--- src/rtl/instr_inv_queue_pkg.sv ---
// Shared types for instruction-coherency invalidation: cache geometry record and
// the line-address width derived from it. Pure declarations, no timing or flow control.
package cva5_types;

    typedef struct packed {
        int unsigned LINE_W;
        int unsigned LINES;
        int unsigned WAYS;
    } cache_config_t;

    localparam cache_config_t DEFAULT_ICACHE_CONFIG = '{LINE_W: 4, LINES: 512, WAYS: 2};

    // Line is LINE_W 32-bit words, so two extra bits strip the byte offset within a word.
    function automatic int get_line_offset_w(input cache_config_t cfg);
        return $clog2(cfg.LINE_W) + 2;
    endfunction

    localparam int INSTR_INV_LINE_OFFSET_W = get_line_offset_w(DEFAULT_ICACHE_CONFIG);

    typedef logic [32-INSTR_INV_LINE_OFFSET_W-1:0] instr_inv_line_t;

endpackage

--- src/rtl/inv_line_fifo.sv ---
// Circular buffer of line addresses; head is a registered read, valid one cycle after a push.
// No internal backpressure: the caller must not push when full nor pop when empty.
module inv_line_fifo #(
    parameter int DEPTH = 4,
    parameter int WIDTH = 28,
    localparam int AW = $clog2(DEPTH)
)(
    input  logic             clk,
    input  logic             rst,
    input  logic             push,
    input  logic             pop,
    input  logic [WIDTH-1:0] wr_data,
    output logic [WIDTH-1:0] rd_data,
    output logic             full,
    output logic             empty,
    output logic [AW:0]      count
);

    logic [AW:0]      wr_ptr_q, wr_ptr_d, rd_ptr_q, rd_ptr_d;
    logic [WIDTH-1:0] rd_data_q, rd_data_d;
    logic [WIDTH-1:0] mem_q [DEPTH];

    assign wr_ptr_d = wr_ptr_q + {{AW{1'b0}}, push};
    assign rd_ptr_d = rd_ptr_q + {{AW{1'b0}}, pop};

    // Bypass covers a write landing in the slot that becomes the head this edge.
    assign rd_data_d = (push && (wr_ptr_q[AW-1:0] == rd_ptr_d[AW-1:0])) ? wr_data
                                                                        : mem_q[rd_ptr_d[AW-1:0]];

    always_ff @(posedge clk) begin
        if (push) begin
            mem_q[wr_ptr_q[AW-1:0]] <= wr_data;
        end
    end

    always_ff @(posedge clk or posedge rst) begin
        if (rst) begin
            wr_ptr_q  <= '0;
            rd_ptr_q  <= '0;
            rd_data_q <= '0;
        end else begin
            wr_ptr_q  <= wr_ptr_d;
            rd_ptr_q  <= rd_ptr_d;
            rd_data_q <= rd_data_d;
        end
    end

    assign rd_data = rd_data_q;
    assign empty   = (wr_ptr_q == rd_ptr_q);
    assign full    = (wr_ptr_q[AW] != rd_ptr_q[AW]) && (wr_ptr_q[AW-1:0] == rd_ptr_q[AW-1:0]);
    assign count   = wr_ptr_q - rd_ptr_q;

endmodule

--- src/rtl/instr_inv_queue.sv ---
// Queues store-driven icache/BP line invalidations, merging repeats of the newest untouched line.
// Head offered one cycle after push; inv_ready = !full only; head pops once both consumers acked.
module instr_inv_queue
    import cva5_types::*;
#(
    parameter int DEPTH         = 4,
    parameter int LINE_OFFSET_W = INSTR_INV_LINE_OFFSET_W,
    localparam int LINE_ADDR_W  = 32 - LINE_OFFSET_W,
    localparam int CNT_W        = $clog2(DEPTH) + 1
)(
    input  logic                   clk,
    input  logic                   rst,
    input  logic                   inv_valid,
    input  logic [31:0]            inv_addr,
    output logic                   inv_ready,
    output logic                   icache_inv_valid,
    output logic [LINE_ADDR_W-1:0] icache_inv_line,
    input  logic                   icache_inv_ack,
    output logic                   bp_inv_valid,
    output logic [LINE_ADDR_W-1:0] bp_inv_line,
    input  logic                   bp_inv_ack,
    output logic                   empty,
    output logic [CNT_W-1:0]       count
);

    logic [LINE_ADDR_W-1:0] line_in, head_line, last_line_q, last_line_d;
    logic                   fifo_full, fifo_empty;
    logic [CNT_W-1:0]       fifo_count;
    logic                   ic_done_q, ic_done_d, bp_done_q, bp_done_d;
    logic                   last_vld_q, last_vld_d;
    logic                   accept, ic_ack_h, bp_ack_h, head_is_last, merge, push, pop;
    logic                   unused_offset_bits;

    assign line_in            = inv_addr[31:LINE_OFFSET_W];
    assign unused_offset_bits = ^inv_addr[LINE_OFFSET_W-1:0];

    assign icache_inv_valid = !fifo_empty && !ic_done_q;
    assign bp_inv_valid     = !fifo_empty && !bp_done_q;
    assign ic_ack_h         = icache_inv_ack && icache_inv_valid;
    assign bp_ack_h         = bp_inv_ack && bp_inv_valid;

    // The newest entry is the head exactly when it is the only one left.
    assign head_is_last = (fifo_count == CNT_W'(1));
    assign accept       = inv_valid && inv_ready;
    assign merge        = last_vld_q && (line_in == last_line_q)
                          && !(head_is_last && (ic_ack_h || bp_ack_h));
    assign push         = accept && !merge;
    assign pop          = !fifo_empty && (ic_done_q || ic_ack_h) && (bp_done_q || bp_ack_h);

    always_comb begin
        ic_done_d   = ic_done_q || ic_ack_h;
        bp_done_d   = bp_done_q || bp_ack_h;
        last_vld_d  = last_vld_q;
        last_line_d = last_line_q;
        if (pop) begin
            ic_done_d = 1'b0;
            bp_done_d = 1'b0;
        end
        if (head_is_last && (ic_ack_h || bp_ack_h || pop)) begin
            last_vld_d = 1'b0;
        end
        if (push) begin
            last_vld_d  = 1'b1;
            last_line_d = line_in;
        end
    end

    always_ff @(posedge clk or posedge rst) begin
        if (rst) begin
            ic_done_q   <= 1'b0;
            bp_done_q   <= 1'b0;
            last_vld_q  <= 1'b0;
            last_line_q <= '0;
        end else begin
            ic_done_q   <= ic_done_d;
            bp_done_q   <= bp_done_d;
            last_vld_q  <= last_vld_d;
            last_line_q <= last_line_d;
        end
    end

    inv_line_fifo #(
        .DEPTH (DEPTH),
        .WIDTH (LINE_ADDR_W)
    ) u_fifo (
        .clk     (clk),
        .rst     (rst),
        .push    (push),
        .pop     (pop),
        .wr_data (line_in),
        .rd_data (head_line),
        .full    (fifo_full),
        .empty   (fifo_empty),
        .count   (fifo_count)
    );

    assign inv_ready       = !fifo_full;
    assign icache_inv_line = head_line;
    assign bp_inv_line     = head_line;
    assign empty           = fifo_empty;
    assign count           = fifo_count;

endmodule

--- config.mk ---
export PLATFORM = sky130hd
export DESIGN_NAME = instr_inv_queue
export DESIGN_NICKNAME = d
export VERILOG_FILES = /design/src/rtl/instr_inv_queue_pkg.sv /design/src/rtl/inv_line_fifo.sv /design/src/rtl/instr_inv_queue.sv
export SDC_FILE = /design/constraint.sdc
export NUM_CORES = 1
export LEC_CHECK = 0
export CORE_MARGIN = 2
export CORE_UTILIZATION = 55
export CTS_BUF_LIST = sky130_fd_sc_hd__clkbuf_4 sky130_fd_sc_hd__clkbuf_8
export DETAILED_ROUTE_END_ITERATION = 10
export PLACE_DENSITY = 0.79
export SLEW_MARGIN = 20
export SYNTH_ARGS = -nofsm -noshare
export SYNTH_HDL_FRONTEND = slang
export SYNTH_SLANG_ARGS = --single-unit
--- constraint.sdc ---
create_clock -name clk -period 9.4 [get_ports clk]
set_clock_uncertainty 0.1 [all_clocks]
set_input_delay 0.94 -clock clk [delete_from_list [all_inputs] [get_ports clk]]
set_output_delay 0.94 -clock clk [all_outputs]
set_load 0.005 [all_outputs]
; Word-level counts from Yosys, hierarchy flattened
; Memory sizes are Yosys's and may differ from the RTL's. A register that Yosys moved wholly into a read port is not among the register bits.
; Cells that the tools add are included.
[word_totals]
ff_bits = 37
ramBits = 112
elab_cells = 45
n_memories = 1
[op_classes]
addsub = 3
eq_ne = 5
n_mux = 6
reduce_logical = 24
[mem_list]
columns = memory, words, width, rd, rd_ports_with_merged_regs, write_ports, line
row1 = u_fifo.mem_q, 4, 28, 1, 1, 1, inv_line_fifo.sv:21  ; logic [WIDTH-1:0] mem_q [DEPTH];
[ops]
columns = op, n
row1 = 28-bit equality test, 1
row2 = 1-bit logical AND, 13
row3 = 3-bit by 1-bit adder with 3-bit output, 2
row4 = 1-bit logical NOT, 6
row5 = 1-bit two-way mux, 6
row6 = 1-bit logical OR, 4
row7 = 3-bit by 1-bit equality test with 1-bit output (second input constant), 1
row8 = 3-bit equality test, 1
row9 = 3-bit subtractor, 1
row10 = 2-bit equality test, 1
row11 = 2-bit nonzero test, 1
row12 = 1-bit != test, 1

; Depth between registers and ports, before layout
; Gate-level depths: netlist of the first run.
[depth]
ltp_word = 12
ltp_mapped = 11
mapped_depth_nobuf = 9

; By module
; Synthesis of the first run repeated with hierarchy kept, for this count alone.
[unflattened]
hier_cells = 385
hier_area_um2 = 7267.0
[by_module_without_submodules]
columns = mod, instances, cells_per_inst, area_each_um2
row1 = inv_line_fifo, 1, 237, 5491.5
row2 = instr_inv_queue, 1, 148, 1775.5

; Worst setup path after synthesis of the first run
; OpenSTA, ideal clock, no wires.
[synth_path]
kind = register -> register
from = register u_fifo.wr_ptr_q[0]
to = memory u_fifo.mem_q[2][0], enable pin
setup_ps = 388
arrival_ps = 2847
t_required_ps = 8912
slack_ps = 6065
path_stages_with_launch = 10
path_cell_list = dfrtp_1 > inv_1 > ha_1 > fa_1 > xnor2_2 > o41ai_2 > o311a_1 > buf_4 > buf_2 > and3_1
[synth_rtl]
columns = element, line
row1 = "start, declared", inv_line_fifo.sv:19  ; logic [AW:0] wr_ptr_q, wr_ptr_d, rd_ptr_q, rd_ptr_d;
row2 = "start signal, assigned", inv_line_fifo.sv:42  ; wr_ptr_q <= wr_ptr_d;
row3 = 3-bit subtractor, inv_line_fifo.sv:51  ; assign count = wr_ptr_q - rd_ptr_q;
row4 = named net count[2], instr_inv_queue.sv:23  ; output logic [CNT_W-1:0] count
row5 = 3-bit by 1-bit equality test with 1-bit output, instr_inv_queue.sv:43  ; assign head_is_last = (fifo_count == CNT_W'(1));
row6 = 1-bit logical AND, instr_inv_queue.sv:46  ; && !(head_is_last && (ic_ack_h || bp_ack_h));
row7 = 1-bit logical NOT, instr_inv_queue.sv:46
row8 = 1-bit logical AND, instr_inv_queue.sv:46
row9 = 1-bit logical NOT, instr_inv_queue.sv:47  ; assign push = accept && !merge;
row10 = 1-bit logical AND, instr_inv_queue.sv:47
row11 = 1-bit two-way mux, inv_line_fifo.sv:31  ; if (push) begin
row12 = 1-bit two-way mux (implied by the code), inv_line_fifo.sv:32  ; mem_q[wr_ptr_q[AW-1:0]] <= wr_data;
row13 = "end, declared", inv_line_fifo.sv:21
; The timed path passes the listed nets, and every way through them passes these cells.

; Worst setup path after layout of the first run
[layout_path]
from = input icache_inv_ack
to = register u_fifo.rd_data_q[0], in the netlist u_fifo.rd_data[0] (read register of u_fifo.mem_q)
[layout_between]
elab_chain_len = 5
[layout_rtl]
columns = element, line
row1 = "start, declared", instr_inv_queue.sv:18  ; input logic icache_inv_ack,
row2 = 1-bit logical AND, instr_inv_queue.sv:39  ; assign ic_ack_h = icache_inv_ack && icache_inv_valid;
row3 = 1-bit logical OR, instr_inv_queue.sv:48  ; assign pop = !fifo_empty && (ic_done_q || ic_ack_h) && (bp_done_q || bp_ack_h);
row4 = 1-bit logical AND (2 in series), instr_inv_queue.sv:48
row5 = 3-bit by 1-bit adder with 3-bit output, inv_line_fifo.sv:24  ; assign rd_ptr_d = rd_ptr_q + {{AW{1'b0}}, pop};
row6 = named net u_fifo.rd_ptr_d[1], inv_line_fifo.sv:19
row7 = "end, declared", inv_line_fifo.sv:20  ; logic [WIDTH-1:0] rd_data_q, rd_data_d;
; The timed path passes the listed nets, and every way through them passes these cells.
; A chain may end at the register's enable or synchronous reset.

==> results_dict.tcl, run 1 <==
set metrics [dict create \
    maxSlewHeadroom 0.320 \
    post_drt_wl_per_cell_um 19.3 \
    dr_total_vias 3527 \
    outcome "finished, final reports clean" \
    crit_path_start_kind "input port" \
    crit_fanout 28 \
    cp-startpoint "icache_inv_ack" \
    netlist_area_mm2 0.00729 \
    hold_viol 0 \
    ff2ff_path_depth 8 \
    critPathArrivalTime_ns 3.79 \
    drt-initial-drc-count 206 \
    hpwl_mm 7.67 \
    ys_top_cells_by_area "edfxtp_1, dfrtp_1, mux4_2, mux2_2, mux2_4" \
    sw_frac_of_total 0.298 \
    seqPwrFrac 0.374 \
    final.period_utilization 0.378 \
    grt_pass1_vias 3803 \
    clockBufferDepth 2 \
    synth_seq_cells 177 \
    tritoncts "built" \
    ys_warn_count 0 \
    regToRegSetupSlack_ns 5.91 \
    drt_first_pass_iters 4 \
    ctsResizeCount 0 \
    timing.rr.start "u_fifo.wr_ptr_q[0]$_DFF_PP0_" \
    maxCapViolCount 0 \
    switching_power_mw 0.973 \
    fill_cells 863 \
    synth_area_per_cell_um2 18.8 \
    htreeDepth 4 \
    grt_usage 0.197 \
    post-route-drc-count 0 \
    power.density_mw_per_mm2 379 \
    cts_buffers 17 \
    synthFlopType "edfxtp_1" \
    core_area_mm2 0.0131 \
    drive_gt1_frac 0.256 \
    period_minus_slack_ns 3.55 \
    end_kind "flop" \
    worst_slack_ns 5.85 \
    drt_wl_total_mm 12.7 \
    fmax_mhz 281 \
    port_buffers 95 \
    rsz0062_at_grt "no" \
    hold_path_end "u_fifo.wr_ptr_q[2]$_DFF_PP0_" \
    initial_core_util 0.557 \
    num_rows 42 \
    grt_pass1_wl_mm 20.5 \
    nNetsFinal 511 \
    postCtsSetupBuffers 0 \
    synthesis.nets 430 \
    antenna_found_initial 0 \
    multiInputGateArea_mm2 0.00195 \
    worstSetupPathType "input port to flop" \
    tns_ns 0 \
    whs_path_depth 1 \
    post-place-ws_ns 5.34 \
    required_ns 9.63 \
    area_growth_pct 18.4 \
    power.internal_mw 2.30 \
    yosysUniqueCellTypes 31 \
    via_per_inst 5.37 \
    worst_r2r_endpoint "u_fifo.rd_data[0]$_DFF_PP0_" \
    p_comb_frac 0.461 \
    antenna_cells 0 \
    clkPwrFrac 0.165 \
    overflow 0 \
    clk_pin_slew_worst_paths_ns 0.08 \
    antenna_left 0 \
    place_congestion 0.785 \
    slew_violations 0 \
    grt_max_degree 66 \
    fin_cells 657 \
    hp-class "flop to flop" \
    synth_top_cell_by_area "edfxtp_1" \
    regArea_mm2 0.00499 \
    insertion_delay_ns 0.46 \
    yosysSeqAreaShare 0.685 \
    dp.cells 625 \
    min_from "u_fifo.wr_ptr_q[2]$_DFF_PP0_" \
    synthArstFlopShare 0.367 \
    peakVddDrop_mv 0.349 \
    die_h_um 119 \
    die_w_um 119 \
    ios 100 \
    root_buffer "clkbuf_8" \
    cts-hold-fix-buffers 0 \
    syn_inst 387 \
    yosys.area.top_type_share 0.462 \
    synth_edf_count 112 \
    worstMarginPinSlew_ns 1.02 \
    dieArea_mm2 0.0142 \
    p_leak_nw 3.20 \
    cts_sinks 177 \
    setup_viol 0 \
]
==> critical path, stage by stage <==
cell             delay [ns]
clkdlybuf4s50_1        0.54
o22ai_1                0.12
a31oi_1                0.31
and2_1                 0.18
ha_1                   0.24
xnor2_1                0.14
and3_2                 0.88
mux2_1                 0.42
==> registers in the layout, indices dropped and copies added, names as in the netlist <==
signal and cells:
bp_done_q 1, u_fifo.rd_ptr_q 3, u_fifo.mem_q 112, u_fifo.rd_data 28, u_fifo.wr_ptr_q 3, last_line_q 28, last_vld_q 1, ic_done_q 1
==> synthesized netlist by cell type, drive strengths merged (2+ instances only) <==
cell type and number:
buf 38, nand3 2, nor4 8, ha 5
clkbuf 3, mux4 28, xnor2 5, mux2 56
inv 10, dfrtp 65, edfxtp 112, nor2 8
a21oi 2, and3 5, xor2 30
==> cell usage in the layout, fill, tap and decap left out, types with 2 or more instances in the layout <==
cell,instances
clkinv_1,2
clkbuf_8,17
and3_1,4
dfrtp_1,65
a21oi_1,2
mux4_2,28
nand3_1,2
xnor2_2,3
mux2_1,5
buf_4,8
ha_1,5
xor2_1,30
clkinv_2,7
nor4_1,8
nor2_1,8
inv_1,9
clkdlybuf4s50_1,95
mux2_2,31
bufinv_16,4
xnor2_1,2
edfxtp_1,112
mux2_4,20
==> power by group through the flow <==
stage | logic, mW | clock network [mW] | registers (mW)
2_1_floorplan | 1.10 | 0 | 1.22
3_3_place_gp | 1.49 | 0 | 1.22
3_5_place_dp | 1.53 | 0 | 1.24
4_1_cts | 1.53 | 0.550 | 1.23
5_1_grt | 1.63 | 0.585 | 1.25
6_report | 1.51 | 0.539 | 1.22
==> routing by layer <==
layer / wire (µm) / up-vias / global-route usage
met5: 0 / - / 0
met4: 151 / 0 / 0.0610
met3: 751 / 10 / 0.0570
met2: 6460 / 118 / 0.329
met1: 5300 / 1808 / 0.252
li1: - / 1591 / -
==> worst max path at each step <==
stage,end,slack (ns),cells after the start
5_1_grt,u_fifo.rd_data[1]$_DFF_PP0_,5.69,8
2_1_floorplan,u_fifo.mem_q[2][0]$_DFFE_PP_,6.07,9
3_5_place_dp,u_fifo.rd_data[1]$_DFF_PP0_,5.34,7
3_3_place_gp,u_fifo.rd_data[1]$_DFF_PP0_,5.38,7
4_1_cts,u_fifo.rd_data[1]$_DFF_PP0_,5.83,7
6_report,u_fifo.rd_data[0]$_DFF_PP0_,5.85,8
==> area by class of cell <==
type,instances,share of cell area
Clock buffer,18,0.0280
Clock inverter,14,0.0197
Inverter,10,0.00435
Multi-Input combinational cell,159,0.227
Sequential cell,177,0.579
Tap cell,176,0.0255
Timing Repair Buffer,103,0.117
==> cell families (layout without fill, tap and decap cells) <==
family	count (synthesis)	count (layout)	share of synthesized area
adder cells (fa/ha/maj)	6	6	0.0113
AO/OA/AOI/OAI	8	8	0.00876
flip-flops	177	177	0.685
buffers and inverters	51	145	0.0481
XOR/XNOR	35	35	0.0441
AND/OR/NAND/NOR	26	26	0.0194
multiplexers	84	84	0.183
==> through the flow <==
| stage | hold WS (ns) | util | total power, mW | instance area [µm²] |
|---|---|---|---|---|
| after global placement | 0.410 | 0.628 | 2.72 | 8210 |
| after floorplan | 0.392 | - | 2.32 | 7290 |
| after global routing | 0.446 | 0.659 | 3.46 | 8620 |
| after detailed placement | 0.412 | 0.628 | 2.77 | 8210 |
| after CTS | 0.425 | 0.659 | 3.31 | 8620 |
| final | 0.424 | 0.659 | 3.27 | 8620 |
(Power assumes the default switching activity.)
==> inputs of run 2 (changes only) <==
CORE_UTILIZATION = 51   (was 55)
PLACE_DENSITY = 0.77   (was 0.79)
clock period = 2.9 ns   (was 9.4 ns; I/O delays follow)
==> run 2 against run 1 <==
Die area is 7.6% higher; sequential share of layout area is 4.1 points lower; combinational power grew to 4.0 times the previous value; design area is 7.7% higher; critical path depth stayed put; first-iteration DRC count is 27% higher; register-to-register slack worse by 5.9 ns; cell count is 7.6% higher; global-route usage hardly changed; via count is 5.6% higher; clock power grew to 3.3 times the previous value; largest cell class unchanged; largest power group unchanged.
==> results_dict.tcl, run 2 (synthesized netlist as in run 1, its figures left out) <==
set metrics [dict create \
    antenna_found_initial 0 \
    grt_pass1_wl_mm 21.6 \
    p_leak_nw 3.51 \
    area_growth_pct 27.5 \
    dieArea_mm2 0.0153 \
    tritoncts "built" \
    htreeDepth 4 \
    crit_path_start_kind "flop" \
    antenna_left 0 \
    hold_viol 0 \
    overflow 0 \
    power.density_mw_per_mm2 1280 \
    place_congestion 0.788 \
    clk_pin_slew_worst_paths_ns 0.09 \
    post-route-drc-count 0 \
    critPathArrivalTime_ns 3.08 \
    root_buffer "clkbuf_8" \
    required_ns 3.14 \
    die_w_um 124 \
    initial_core_util 0.523 \
    via_per_inst 5.27 \
    hp-class "input port to async pin" \
    maxCapViolCount 0 \
    worstMarginPinSlew_ns 0.631 \
    drt-initial-drc-count 262 \
    hpwl_mm 9.29 \
    final_cell_mix "edfxtp_1, clkdlybuf4s50_1, dfrtp_1, buf_4, xor2_1" \
    post_drt_wl_per_cell_um 19.9 \
    total_power_mw 11.8 \
    period_minus_slack_ns 2.84 \
    cp-startpoint "u_fifo.wr_ptr_q[1]$_DFF_PP0_" \
    die_h_um 124 \
    final.period_utilization 0.980 \
    cts_sinks 177 \
    grt_max_degree 40 \
    outcome "finished, final reports clean" \
    fmax_mhz 352 \
    ff2ff_path_depth 8 \
    tns_ns 0 \
    grt_usage 0.197 \
    fill_cells 897 \
    core_area_mm2 0.0139 \
    drive_gt1_frac 0.345 \
    setup_viol 0 \
    grt_pass1_vias 3951 \
    worstSetupPathType "flop to flop" \
    slew_violations 0 \
    regToRegSetupSlack_ns 0.06 \
    cts-hold-fix-buffers 0 \
    rsz0062_at_grt "yes" \
    maxSlewHeadroom 0.579 \
    cp-endpoint "u_fifo.rd_data[11]$_DFF_PP0_" \
    port_buffers 95 \
    worst_slack_ns 0.0572 \
    peakVddDrop_mv 1.11 \
    dr_total_vias 3724 \
    nNetsFinal 557 \
    largest_register_ff_count 112 \
    drt_wl_total_mm 14.1 \
    cts_buffers 17 \
    worst_r2r_endpoint "u_fifo.rd_data[11]$_DFF_PP0_" \
    drt_first_pass_iters 4 \
    crit_fanout 6 \
    end_kind "flop" \
    clockBufferDepth 2 \
    timing.rr.start "u_fifo.wr_ptr_q[1]$_DFF_PP0_" \
    ios 100 \
    insertion_delay_ns 0.46 \
    antenna_cells 0 \
    num_rows 43 \
    post-place-ws_ns -0.129 \
    layout_commonest_cell "edfxtp_1" \
]
## run 2: cell count changes in the layout (fill, tap and decap cells not counted), moves of 3 or more
cell	change
buf_12	+13
buf_4	+29
and3_1	-4
mux2_1	-4
mux2_4	+7
mux2_2	-3
clkinv_2	-5
## run 2: worst min path at each step
| stage | slack (ns) | endpoint | startpoint |
|---|---|---|---|
| floorplan | 0.29 | u_fifo.mem_q[0][0]$_DFFE_PP_ | inv_addr[4] |
| CTS | 0.14 | u_fifo.rd_data[10]$_DFF_PP0_ | rst |
| global route | 0.19 | u_fifo.rd_data[7]$_DFF_PP0_ | rst |
| finish | 0.14 | u_fifo.rd_data[7]$_DFF_PP0_ | rst |
| detailed placement | 0.41 | u_fifo.wr_ptr_q[2]$_DFF_PP0_ | u_fifo.wr_ptr_q[2]$_DFF_PP0_ |
| global placement | 0.41 | u_fifo.wr_ptr_q[2]$_DFF_PP0_ | u_fifo.wr_ptr_q[2]$_DFF_PP0_ |
## run 2: timing repair
item / CTS / global route
setup endpoints to repair: 124 / 136
endpoints found under the hold margin: 0 / 0
pin swaps: 3 / 0
gates cloned: 1 / 2
setup buffers: 2 / 2
resized for setup: 3 / 16
## run 2: area by class of cell
type	instances	area, µm²	area share
flip-flops and latches	177	4990	0.537
clock inverters	12	165	0.0178
multi-input cells	159	2040	0.219
clock buffers	20	256	0.0276
inverters	10	37.5	0.00404
well taps	180	225	0.0242
repair buffers	149	1580	0.170
## run 2: worst max-delay path, cell delays in order, from the launching register on
cell and delay, ns:
dfrtp_2 0.43, inv_1 0.10, fa_2 0.44, xnor2_4 0.18
o41ai_4 0.36, o311a_1 0.25, and3_4 0.35, clkbuf_16 0.20
mux2_4 0.30
## run 2: per-stage QoR
step	utilization	hold WS [ns]	instance area (µm²)	std cells
6_report	0.667	0.137	9290	707
3_3_place_gp	0.623	0.407	8680	668
2_1_floorplan	-	0.289	7300	387
3_5_place_dp	0.623	0.410	8680	668
5_1_grt	0.667	0.186	9290	707
4_1_cts	0.657	0.145	9150	703
## run 2: layer usage
| layer | vias up | global-route usage | routed length [µm] |
|---|---|---|---|
| met5 | - | 0 | 0 |
| met3 | 16 | 0.0457 | 758 |
| met2 | 106 | 0.324 | 7330 |
| met1 | 1914 | 0.259 | 5820 |
| met4 | 0 | 0.0724 | 171 |
| li1 | 1688 | - | - |
## run 2: power breakdown
part / internal, mW / switching, mW / leakage (nW)
Clock: 0.956 / 0.836 / 0.209
Sequential: 3.59 / 0.374 / 1.78
Combinational: 3.79 / 2.31 / 1.52
Total: 8.33 / 3.52 / 3.51
